### src/rtl/multiword_add_seq_pkg.sv
// Shared types and constants for the sequential multi-word adder.
// Optional signed-overflow output is enabled with the MWA_OVERFLOW_EN macro.
package mwa_pkg;

    typedef enum logic [1:0] {
        StIdle,
        StRun,
        StDone
    } state_e;

    localparam int unsigned DefaultW      = 8;
    localparam int unsigned DefaultNWords = 4;

    // Chunk index width; a single-chunk build still keeps a 1-bit counter.
    function automatic int unsigned idx_width(input int unsigned n_words);
        return (n_words <= 1) ? 1 : $clog2(n_words);
    endfunction

endpackage

### src/rtl/multiword_add_seq_if.sv
// Operand/result handshake bundle for multiword_add_seq.
// The ovf signal exists only when MWA_OVERFLOW_EN is defined.
interface multiword_add_seq_if
    import mwa_pkg::*;
#(
    parameter int unsigned W       = DefaultW,
    parameter int unsigned N_WORDS = DefaultNWords
);
    logic                   in_valid;
    logic                   in_ready;
    logic [W*N_WORDS-1:0]   a;
    logic [W*N_WORDS-1:0]   b;
    logic                   cin;
    logic                   out_valid;
    logic                   out_ready;
    logic [W*N_WORDS-1:0]   sum;
    logic                   cout;
    logic                   busy;
`ifdef MWA_OVERFLOW_EN
    logic                   ovf;

    modport master (
        output in_valid, a, b, cin, out_ready,
        input  in_ready, out_valid, sum, cout, busy, ovf
    );
    modport slave (
        input  in_valid, a, b, cin, out_ready,
        output in_ready, out_valid, sum, cout, busy, ovf
    );
`else
    modport master (
        output in_valid, a, b, cin, out_ready,
        input  in_ready, out_valid, sum, cout, busy
    );
    modport slave (
        input  in_valid, a, b, cin, out_ready,
        output in_ready, out_valid, sum, cout, busy
    );
`endif

endinterface

### src/rtl/multiword_add_seq_cla_chunk_add.sv
// W-bit combinational carry-look-ahead chunk adder built from per-bit generate/propagate.
module cla_chunk_add #(
    parameter int unsigned W = 8
) (
    output logic [W-1:0] sum,
    output logic         cout,
    input  logic [W-1:0] a,
    input  logic [W-1:0] b,
    input  logic         cin
);
    logic [W-1:0] g;
    logic [W-1:0] p;
    logic [W:0]   carry;

    assign g = a & b;
    assign p = a ^ b;

    always_comb begin
        carry    = '0;
        carry[0] = cin;
        for (int i = 0; i < W; i++) begin
            carry[i+1] = g[i] | (p[i] & carry[i]);
        end
    end

    assign sum  = p ^ carry[W-1:0];
    assign cout = carry[W];

endmodule

### src/rtl/multiword_add_seq.sv
// Sequential W*N_WORDS-bit adder feeding one W-bit chunk per cycle through a CLA, LSB chunk first.
// Define MWA_OVERFLOW_EN to add the registered signed-overflow output ovf.
module multiword_add_seq
    import mwa_pkg::*;
#(
    parameter int unsigned W       = DefaultW,
    parameter int unsigned N_WORDS = DefaultNWords
) (
    input logic               clk,
    input logic               rst,
    multiword_add_seq_if.slave bus
);
    localparam int unsigned Total = W * N_WORDS;
    localparam int unsigned IdxW  = idx_width(N_WORDS);
    localparam logic [IdxW-1:0] LastIdx = IdxW'(N_WORDS - 1);

    state_e            state_q;
    logic [Total-1:0]  a_q;
    logic [Total-1:0]  b_q;
    logic [Total-1:0]  sum_q;
    logic [IdxW-1:0]   idx_q;
    logic              carry_q;
    logic              cout_q;
    logic              in_ready_q;
    logic              out_valid_q;
    logic              busy_q;

    logic [W-1:0]      chunk_a;
    logic [W-1:0]      chunk_b;
    logic [W-1:0]      chunk_sum;
    logic              chunk_cout;

    always_comb begin
        chunk_a = '0;
        chunk_b = '0;
        for (int i = 0; i < N_WORDS; i++) begin
            if (idx_q == IdxW'(i)) begin
                chunk_a = a_q[i*W +: W];
                chunk_b = b_q[i*W +: W];
            end
        end
    end

    cla_chunk_add #(
        .W (W)
    ) u_cla (
        .sum  (chunk_sum),
        .cout (chunk_cout),
        .a    (chunk_a),
        .b    (chunk_b),
        .cin  (carry_q)
    );

`ifdef MWA_OVERFLOW_EN
    logic ovf_q;

    // On the last RUN edge chunk_sum is the top chunk, so its MSB is the result MSB.
    always_ff @(posedge clk or posedge rst) begin
        if (rst) begin
            ovf_q <= 1'b0;
        end else if (state_q == StRun && idx_q == LastIdx) begin
            ovf_q <= (a_q[Total-1] == b_q[Total-1]) && (chunk_sum[W-1] != a_q[Total-1]);
        end
    end

    assign bus.ovf = ovf_q;
`endif

    always_ff @(posedge clk or posedge rst) begin
        if (rst) begin
            state_q     <= StIdle;
            a_q         <= '0;
            b_q         <= '0;
            sum_q       <= '0;
            idx_q       <= '0;
            carry_q     <= 1'b0;
            cout_q      <= 1'b0;
            in_ready_q  <= 1'b1;
            out_valid_q <= 1'b0;
            busy_q      <= 1'b0;
        end else begin
            unique case (state_q)
                StIdle: begin
                    if (bus.in_valid) begin
                        a_q        <= bus.a;
                        b_q        <= bus.b;
                        carry_q    <= bus.cin;
                        idx_q      <= '0;
                        state_q    <= StRun;
                        in_ready_q <= 1'b0;
                        busy_q     <= 1'b1;
                    end
                end
                StRun: begin
                    for (int i = 0; i < N_WORDS; i++) begin
                        if (idx_q == IdxW'(i)) begin
                            sum_q[i*W +: W] <= chunk_sum;
                        end
                    end
                    carry_q <= chunk_cout;
                    if (idx_q == LastIdx) begin
                        cout_q      <= chunk_cout;
                        out_valid_q <= 1'b1;
                        state_q     <= StDone;
                    end else begin
                        idx_q <= idx_q + 1'b1;
                    end
                end
                StDone: begin
                    if (bus.out_ready) begin
                        out_valid_q <= 1'b0;
                        in_ready_q  <= 1'b1;
                        busy_q      <= 1'b0;
                        state_q     <= StIdle;
                    end
                end
                default: begin
                    state_q <= StIdle;
                end
            endcase
        end
    end

    assign bus.in_ready  = in_ready_q;
    assign bus.out_valid = out_valid_q;
    assign bus.sum       = sum_q;
    assign bus.cout      = cout_q;
    assign bus.busy      = busy_q;

endmodule

### src/flat_wrapper.sv
// flat-port wrapper written by rule: the top's interface ports become plain ports
module multiword_add_seq_flat import mwa_pkg::*;
#(
    parameter int unsigned W       = DefaultW,
    parameter int unsigned N_WORDS = DefaultNWords
)
  (clk, rst, bus_in_valid, bus_a, bus_b, bus_cin, bus_out_ready, bus_in_ready, bus_out_valid, bus_sum, bus_cout, bus_busy);
  multiword_add_seq_if #(.W(W), .N_WORDS(N_WORDS)) bus_i ();
  input logic clk;
  input logic rst;
  input wire logic [$bits(bus_i.in_valid)-1:0] bus_in_valid;
  input wire logic [$bits(bus_i.a)-1:0] bus_a;
  input wire logic [$bits(bus_i.b)-1:0] bus_b;
  input wire logic [$bits(bus_i.cin)-1:0] bus_cin;
  input wire logic [$bits(bus_i.out_ready)-1:0] bus_out_ready;
  output wire logic [$bits(bus_i.in_ready)-1:0] bus_in_ready;
  output wire logic [$bits(bus_i.out_valid)-1:0] bus_out_valid;
  output wire logic [$bits(bus_i.sum)-1:0] bus_sum;
  output wire logic [$bits(bus_i.cout)-1:0] bus_cout;
  output wire logic [$bits(bus_i.busy)-1:0] bus_busy;
  assign bus_i.in_valid = bus_in_valid;
  assign bus_i.a = bus_a;
  assign bus_i.b = bus_b;
  assign bus_i.cin = bus_cin;
  assign bus_i.out_ready = bus_out_ready;
  assign bus_in_ready = bus_i.in_ready;
  assign bus_out_valid = bus_i.out_valid;
  assign bus_sum = bus_i.sum;
  assign bus_cout = bus_i.cout;
  assign bus_busy = bus_i.busy;
  multiword_add_seq #(.W(W), .N_WORDS(N_WORDS)) u_core (.clk(clk), .rst(rst), .bus(bus_i));
endmodule
### config.mk
export PLATFORM = sky130hd
export DESIGN_NAME = multiword_add_seq_flat
export DESIGN_NICKNAME = d
export VERILOG_FILES = /design/src/rtl/multiword_add_seq_pkg.sv /design/src/rtl/multiword_add_seq_if.sv /design/src/rtl/multiword_add_seq_cla_chunk_add.sv /design/src/rtl/multiword_add_seq.sv /design/src/flat_wrapper.sv
export SDC_FILE = /design/constraint.sdc
export NUM_CORES = 1
export LEC_CHECK = 0
export ABC_AREA = 1
export CORE_ASPECT_RATIO = 1.25
export CORE_MARGIN = 2
export CORE_UTILIZATION = 45
export CTS_BUF_LIST = sky130_fd_sc_hd__clkbuf_8
export DETAILED_ROUTE_END_ITERATION = 8
export GPL_ROUTABILITY_DRIVEN = 0
export GPL_TIMING_DRIVEN = 0
export PLACE_DENSITY = 0.72
export SKIP_LAST_GASP = 1
export SYNTH_ARGS = -nofsm -noshare
export SYNTH_HDL_FRONTEND = slang
export SYNTH_SLANG_ARGS = --single-unit
### constraint.sdc
create_clock -name clk -period 6.2 [get_ports clk]
set_clock_uncertainty 0.1 [all_clocks]
set_input_delay 0.62 -clock clk [delete_from_list [all_inputs] [get_ports clk]]
set_output_delay 0.62 -clock clk [all_outputs]
set_load 0.05 [all_outputs]
---- Word-level counts from Yosys, hierarchy flattened ----
Index checks and enable logic that the tools add are counted.
storage, ports and cells
  output and inout port bits .............. 36
  logic and storage cells ................. 82
  register bits ........................... 105
cells by class
  $add $sub $neg .......................... 1
  mux-type cells .......................... 25
  equal/unequal tests ..................... 9
  bitwise gates (word level) .............. 19
  reduce and logical (&&, ||, !) cells .... 15
operators with widths
  cell                   number
  $mux W8                8
  $xor A8 B8 Y8          2
  $reduce_and A2 Y1      6
  $reduce_and A3 Y1      4
  $mux W2                5
  $and A1 B1 Y1          8
  $and A8 B8 Y8          1
  $or A1 B1 Y1           8
  $pmux W1 S2            4
  $eq A2 B2 Y1 const B   3
  $mux W1                6
  $ne A2 B2 Y1 const B   3
  $pmux W2 S3            1
  $reduce_bool A2 Y1     3
  $eq A2 B1 Y1 const B   2
  $logic_not A2 Y1       2
  $pmux W2 S2            1
  $add A2 B1 Y2 const B  1
  $ne A2 B1 Y1 const B   1

---- Logic depth before layout (Yosys ltp) ----
  depth after elaboration ................. 23
  mapped depth ............................ 22
  mapped depth without buffers ............ 22

---- Modules after synthesis ----
Synthesis repeated with hierarchy kept, for this count alone.
unflattened totals
  cells, all modules ...................... 582
  area, all modules ....................... 4,892.2 sq um
modules (own cells, without submodules)
  module             area each (sq um)  cells an instance  times used
  multiword_add_seq  4,694.5            564                1
  cla_chunk_add      197.7              18                 1

---- Worst setup path before layout ----
OpenSTA, ideal clock, no wires.
  path kind ............................... reg2reg
  start ................................... register u_core.idx_q[0]
  end ..................................... register u_core.sum_q[31] (netlist: u_core.bus.sum[31])
  path slack .............................. 1,934 ps
  library setup time ...................... 127 ps
  clock period less this slack ............ 4,266 ps
  required time ........................... 5,973 ps
  arrival ................................. 4,039 ps
  stages on the path, launching flop included .. 20
  cell sequence ........................... dfrtp_1 -> inv_1 -> ha_1 -> buf_4 -> inv_1 -> buf_4 -> nand3_1 -> a21oi_1 -> fa_1 -> fa_1 -> fa_1 -> inv_1 -> fa_1 -> fa_1 -> fa_1 -> fa_1 -> inv_1 -> fa_1 -> inv_1 -> o21ai_0
between the ends
  longest elaborated chain between the ends .. 21
  elaborated cells on any way between the ends .. 30
  those cells by class .................... eq/ne: 3; mux: 8; bitwise: 17; reduce/logical: 2
RTL lines
  what                             line                                   RTL
  from (decl)                      multiword_add_seq.sv:21                logic [IdxW-1:0] idx_q;
  from (signal assigned)           multiword_add_seq.sv:106               idx_q <= idx_q + 1'b1;
  $logic_not A2 Y1                 multiword_add_seq.sv:37                if (idx_q == IdxW'(i)) begin
  $mux W8 (4 in series)            multiword_add_seq.sv:37
  $xor A8 B8 Y8                    multiword_add_seq_cla_chunk_add.sv:16  assign p = a ^ b;
  $and A1 B1 Y1                    multiword_add_seq_cla_chunk_add.sv:22  carry[i+1] = g[i] | (p[i] & carry[i]);
  $or A1 B1 Y1                     multiword_add_seq_cla_chunk_add.sv:22
  $and A1 B1 Y1                    multiword_add_seq_cla_chunk_add.sv:22
  $or A1 B1 Y1                     multiword_add_seq_cla_chunk_add.sv:22
  $and A1 B1 Y1                    multiword_add_seq_cla_chunk_add.sv:22
  (+3 left out)                    n/a
  $and A1 B1 Y1                    multiword_add_seq_cla_chunk_add.sv:22
  $or A1 B1 Y1                     multiword_add_seq_cla_chunk_add.sv:22
  $and A1 B1 Y1                    multiword_add_seq_cla_chunk_add.sv:22
  $or A1 B1 Y1                     multiword_add_seq_cla_chunk_add.sv:22
  $and A1 B1 Y1                    multiword_add_seq_cla_chunk_add.sv:22
  $or A1 B1 Y1                     multiword_add_seq_cla_chunk_add.sv:22
  $xor A8 B8 Y8 (*)                multiword_add_seq_cla_chunk_add.sv:26  assign sum = p ^ carry[W-1:0];
  named net u_core.chunk_sum[7]    multiword_add_seq.sv:30                logic [W-1:0] chunk_sum;
  to (signal, indexed assignment)  multiword_add_seq.sv:97                sum_q[i*W +: W] <= chunk_sum;
  to (decl)                        multiword_add_seq.sv:20                logic [Total-1:0] sum_q;
The timed path passes the listed nets; every way through them passes the cells marked *.
A chain may end at the register's enable or synchronous reset.

---- Worst setup path in the final report ----
Ends and elaborated chain as after synthesis.

==> key figures <==
Run status
  – Status: finished clean

Placed design
  – Placed cell count: 804
  – Port-buffer cells: 104
  – Final HPWL DP: 8.99 mm

Critical path
  – Crit path kind: reg2reg
  – CP Cell Sequence: inv_1, ha_1, buf_2, nand2_1, nand2_1, nand3_1, a21oi_1, fa_1, fa_1, fa_1, inv_1, fa_1, fa_1, fa_1, fa_1, inv_1, fa_1, inv_1, o21ai_0
  – Crit path largest cell delay: 0.44 ns
  – Cell family with most CP delay: adder cells
  – Crit Path Max Fanout: 10
  – Startpoint types: flop
  – Most frequent CP cell: fa_1
  – CP bufs+invs: 5
  – CP required: 6.36 ns
  – Crit-path slowest cell: dfrtp_1
  – Critical path data arrival time: 5.03 ns
  – Endpoint class of the critical path: flop

Cells and area
  – Utilization after layout: 59.7%
  – Fin cells: 819
  – Most frequent cells in the layout: 272 x nand2_1, 104 x clkdlybuf4s50_1, 104 x dfrtp_1
  – Fill cells: 953
  – Fraction of layout cells with a size suffix above 1: 8.01%
  – Layout area overhead: 30.4%
  – ANT cells: 0
  – Final #Nets: 764
  – Commonest non-fill, non-tap cell in the layout: nand2_1

Routing
  – DRT Pass-1 Iters: 5
  – ANT nets after route: 0
  – # DRC: 0
  – Detail-routed via count per cell: 4.99
  – First DRT Iteration DRCs: 299
  – Total routed wirelength: 11.9 mm
  – Vias: 4089
  – Routed wire per std cell: 14.5 µm

Yosys
  – Area leader, netlist: dfrtp_1
  – Synthesized Nets: 648
  – Seq/Total Area, Yosys: 54.9%
  – Post-synth cell types: 23
  – Yosys warns: 0
  – Mean Syn Cell Area: 8.44 µm²
  – Cells after Synth: 567
  – Synth area leaders: dfrtp_1 54%, nand2_1 21%, fa_1 3.3%, o21ai_1 2.6%, o21ai_0 2.5%
  – Cell Area, Synth: 4780 µm²
  – Synth top area share: 54.4%
  – Yosys reg bits: 105

Clock network
  – Hold Buf Count CTS: 0
  – Inserted Clock Buffers: 9
  – Postcts setup bufs: 0
  – Clock transition at the registers of the reported paths: 0.10 ns
  – CTS tree: done
  – Max Buffers Root-to-Sink: 2
  – CTS Sinks: 105
  – Max H-tree Level: 3
  – Root Buffer: clkbuf_8
  – Post-cts resize count: 0
  – Clk_lat worst skew: 0.37 ns

STA
  – Max frequency: 0.205 GHz
  – Fin crit period: 4.87 ns
  – RSZ-0062 raised after global routing: no
  – Period Utilization, post-route: 78.6%
  – Max-slew violations: 0
  – Worst-Margin Slew: 0.667 ns
  – Number of setup violations in the final report: 0
  – Headroom to the max-slew limit: 55.5%
  – Setup TNS: 0 ns
  – Final count of hold timing violations: 0

Pwr
  – Pwr dens: 627 nW/µm²
  – Seq pwr share: 30.7%
  – Peak supply drop: 0.287 mV
  – Lkg Pwr: 3.11 nW
  – Combinational group share of total power: 57.4%
  – Clock network power share: 12.0%
  – Sw power: 1.91 mW
  – Cell internal pwr: 2.00 mW
  – Switch share: 48.9%

Min path
  – Hold WC Path Type: reg2reg

Floorplanning
  – CORE AREA: 10500 µm²
  – Die height: 119 µm
  – Die X: 96.2 µm
  – Starting density of the core: 45.8%
  – Ports: 105
  – Num rows: 42
  – DIE AREA: 11500 µm²

Global routing
  – Tot GR Track Use: 22.1%
  – Initial antenna violation count: 0
  – First-pass GRT wire length: 19.4 mm
  – Vias in the first global route: 3983
  – Largest net degree at the start of global routing: 55
  – Gr ovfl total: 0

Flow run
  – Max Cap Viol: 0
[state kept, by name (all words and copies together), names as in the netlist]
name / flops
u_core.bus.in_ready: 1
u_core.a_q: 32
u_core.carry_q: 1
u_core.bus.out_valid: 1
u_core.bus.cout: 1
u_core.bus.sum: 32
u_core.idx_q: 2
u_core.state_q: 2
u_core.bus.busy: 1
u_core.b_q: 32
[synth_stat cells]
cell type	n
inv_2	3
nand2_4	3
clkbuf_1	2
nor2_4	1
dfrtp_1	104
buf_4	5
or2_2	1
a21oi_1	23
nand3_1	18
fa_1	8
a21boi_0	4
inv_1	28
o21ai_0	24
nand2_1	272
nand2_2	1
o31ai_1	1
nand3_2	1
buf_6	6
buf_2	16
o21ai_1	25
ha_1	4
dfstp_2	1
nor2_1	16
[cells by family after synthesis]
| kind of cell | after synthesis | share of synthesized area, % |
|---|---|---|
| buf+inv | 60 | 6.46 |
| fa+ha+maj | 12 | 4.39 |
| simple gates | 313 | 25.9 |
| flops | 105 | 54.9 |
| compound gates | 77 | 8.32 |
[tightest hold or removal path, stage by stage, from the launching register on]
cell	delay, ns
dfstp_2	0.38
nand2_1	0.05
nand2_1	0.04
[path summary, 6_finish.rpt]
kind | start | endpoint | slack (ns) | depth (start not counted)
worst max-delay path | u_core.idx_q[0]$_DFFE_PP0P_ | u_core.bus.sum[31]$_DFFE_PP0P_ | 1.33 | 19
worst min-delay path | u_core.bus.in_ready$_DFFE_PP1P_ | u_core.bus.in_ready$_DFFE_PP1P_ | 0.37 | 2
worst max register to register | u_core.idx_q[0]$_DFFE_PP0P_ | u_core.bus.sum[31]$_DFFE_PP0P_ | 1.33 | 19
worst min register to register | u_core.bus.in_ready$_DFFE_PP1P_ | u_core.bus.in_ready$_DFFE_PP1P_ | 0.37 | 2
max in group asynchronous | rst | u_core.bus.in_ready$_DFFE_PP1P_ | 4.67 | 3
min in group asynchronous | rst | u_core.b_q[20]$_DFFE_PP0P_ | 0.60 | 2
[through the flow]
stage / hold slack (ns) / cell area, µm² / power, mW / worst slack, ns
after global placement: 0.354 / 5990 / 3.38 / 1.36
final: 0.371 / 6240 / 3.91 / 1.33
after detailed placement: 0.358 / 6020 / 3.46 / 1.33
after global routing: 0.381 / 6240 / 4.19 / 1.04
after CTS: 0.372 / 6240 / 3.93 / 1.31
after floorplan: 0.341 / 4780 / 2.68 / 1.93
[layer usage]
metal / up-vias / GRT usage, % / share of wire, %
li1: 1994 / - / -
met1: 1966 / 29.4 / 42
met2: 117 / 37.2 / 52
met3: 12 / 2.97 / 4.3
met4: 0 / 6.52 / 1.6
met5: - / 0 / 0
[power by group through the flow]
stage / logic (mW) / registers (mW) / clock network (mW)
6_report: 2.24 / 1.20 / 0.467
5_1_grt: 2.46 / 1.23 / 0.498
4_1_cts: 2.26 / 1.20 / 0.469
3_5_place_dp: 2.25 / 1.20 / 0
3_3_place_gp: 2.19 / 1.20 / 0
2_1_floorplan: 1.16 / 1.52 / 0
[cell type report]
type | count | area [µm²] | area share [%]
sequential | 105 | 2630 | 42.1
multi-input combinational | 402 | 1850 | 29.6
inverter | 31 | 119 | 1.91
clock inverter | 5 | 80.1 | 1.28
timing repair buffer | 105 | 1070 | 17.1
tap | 132 | 165 | 2.65
buffer | 29 | 193 | 3.09
clock buffer | 10 | 138 | 2.21
(Power assumes the default switching activity.)
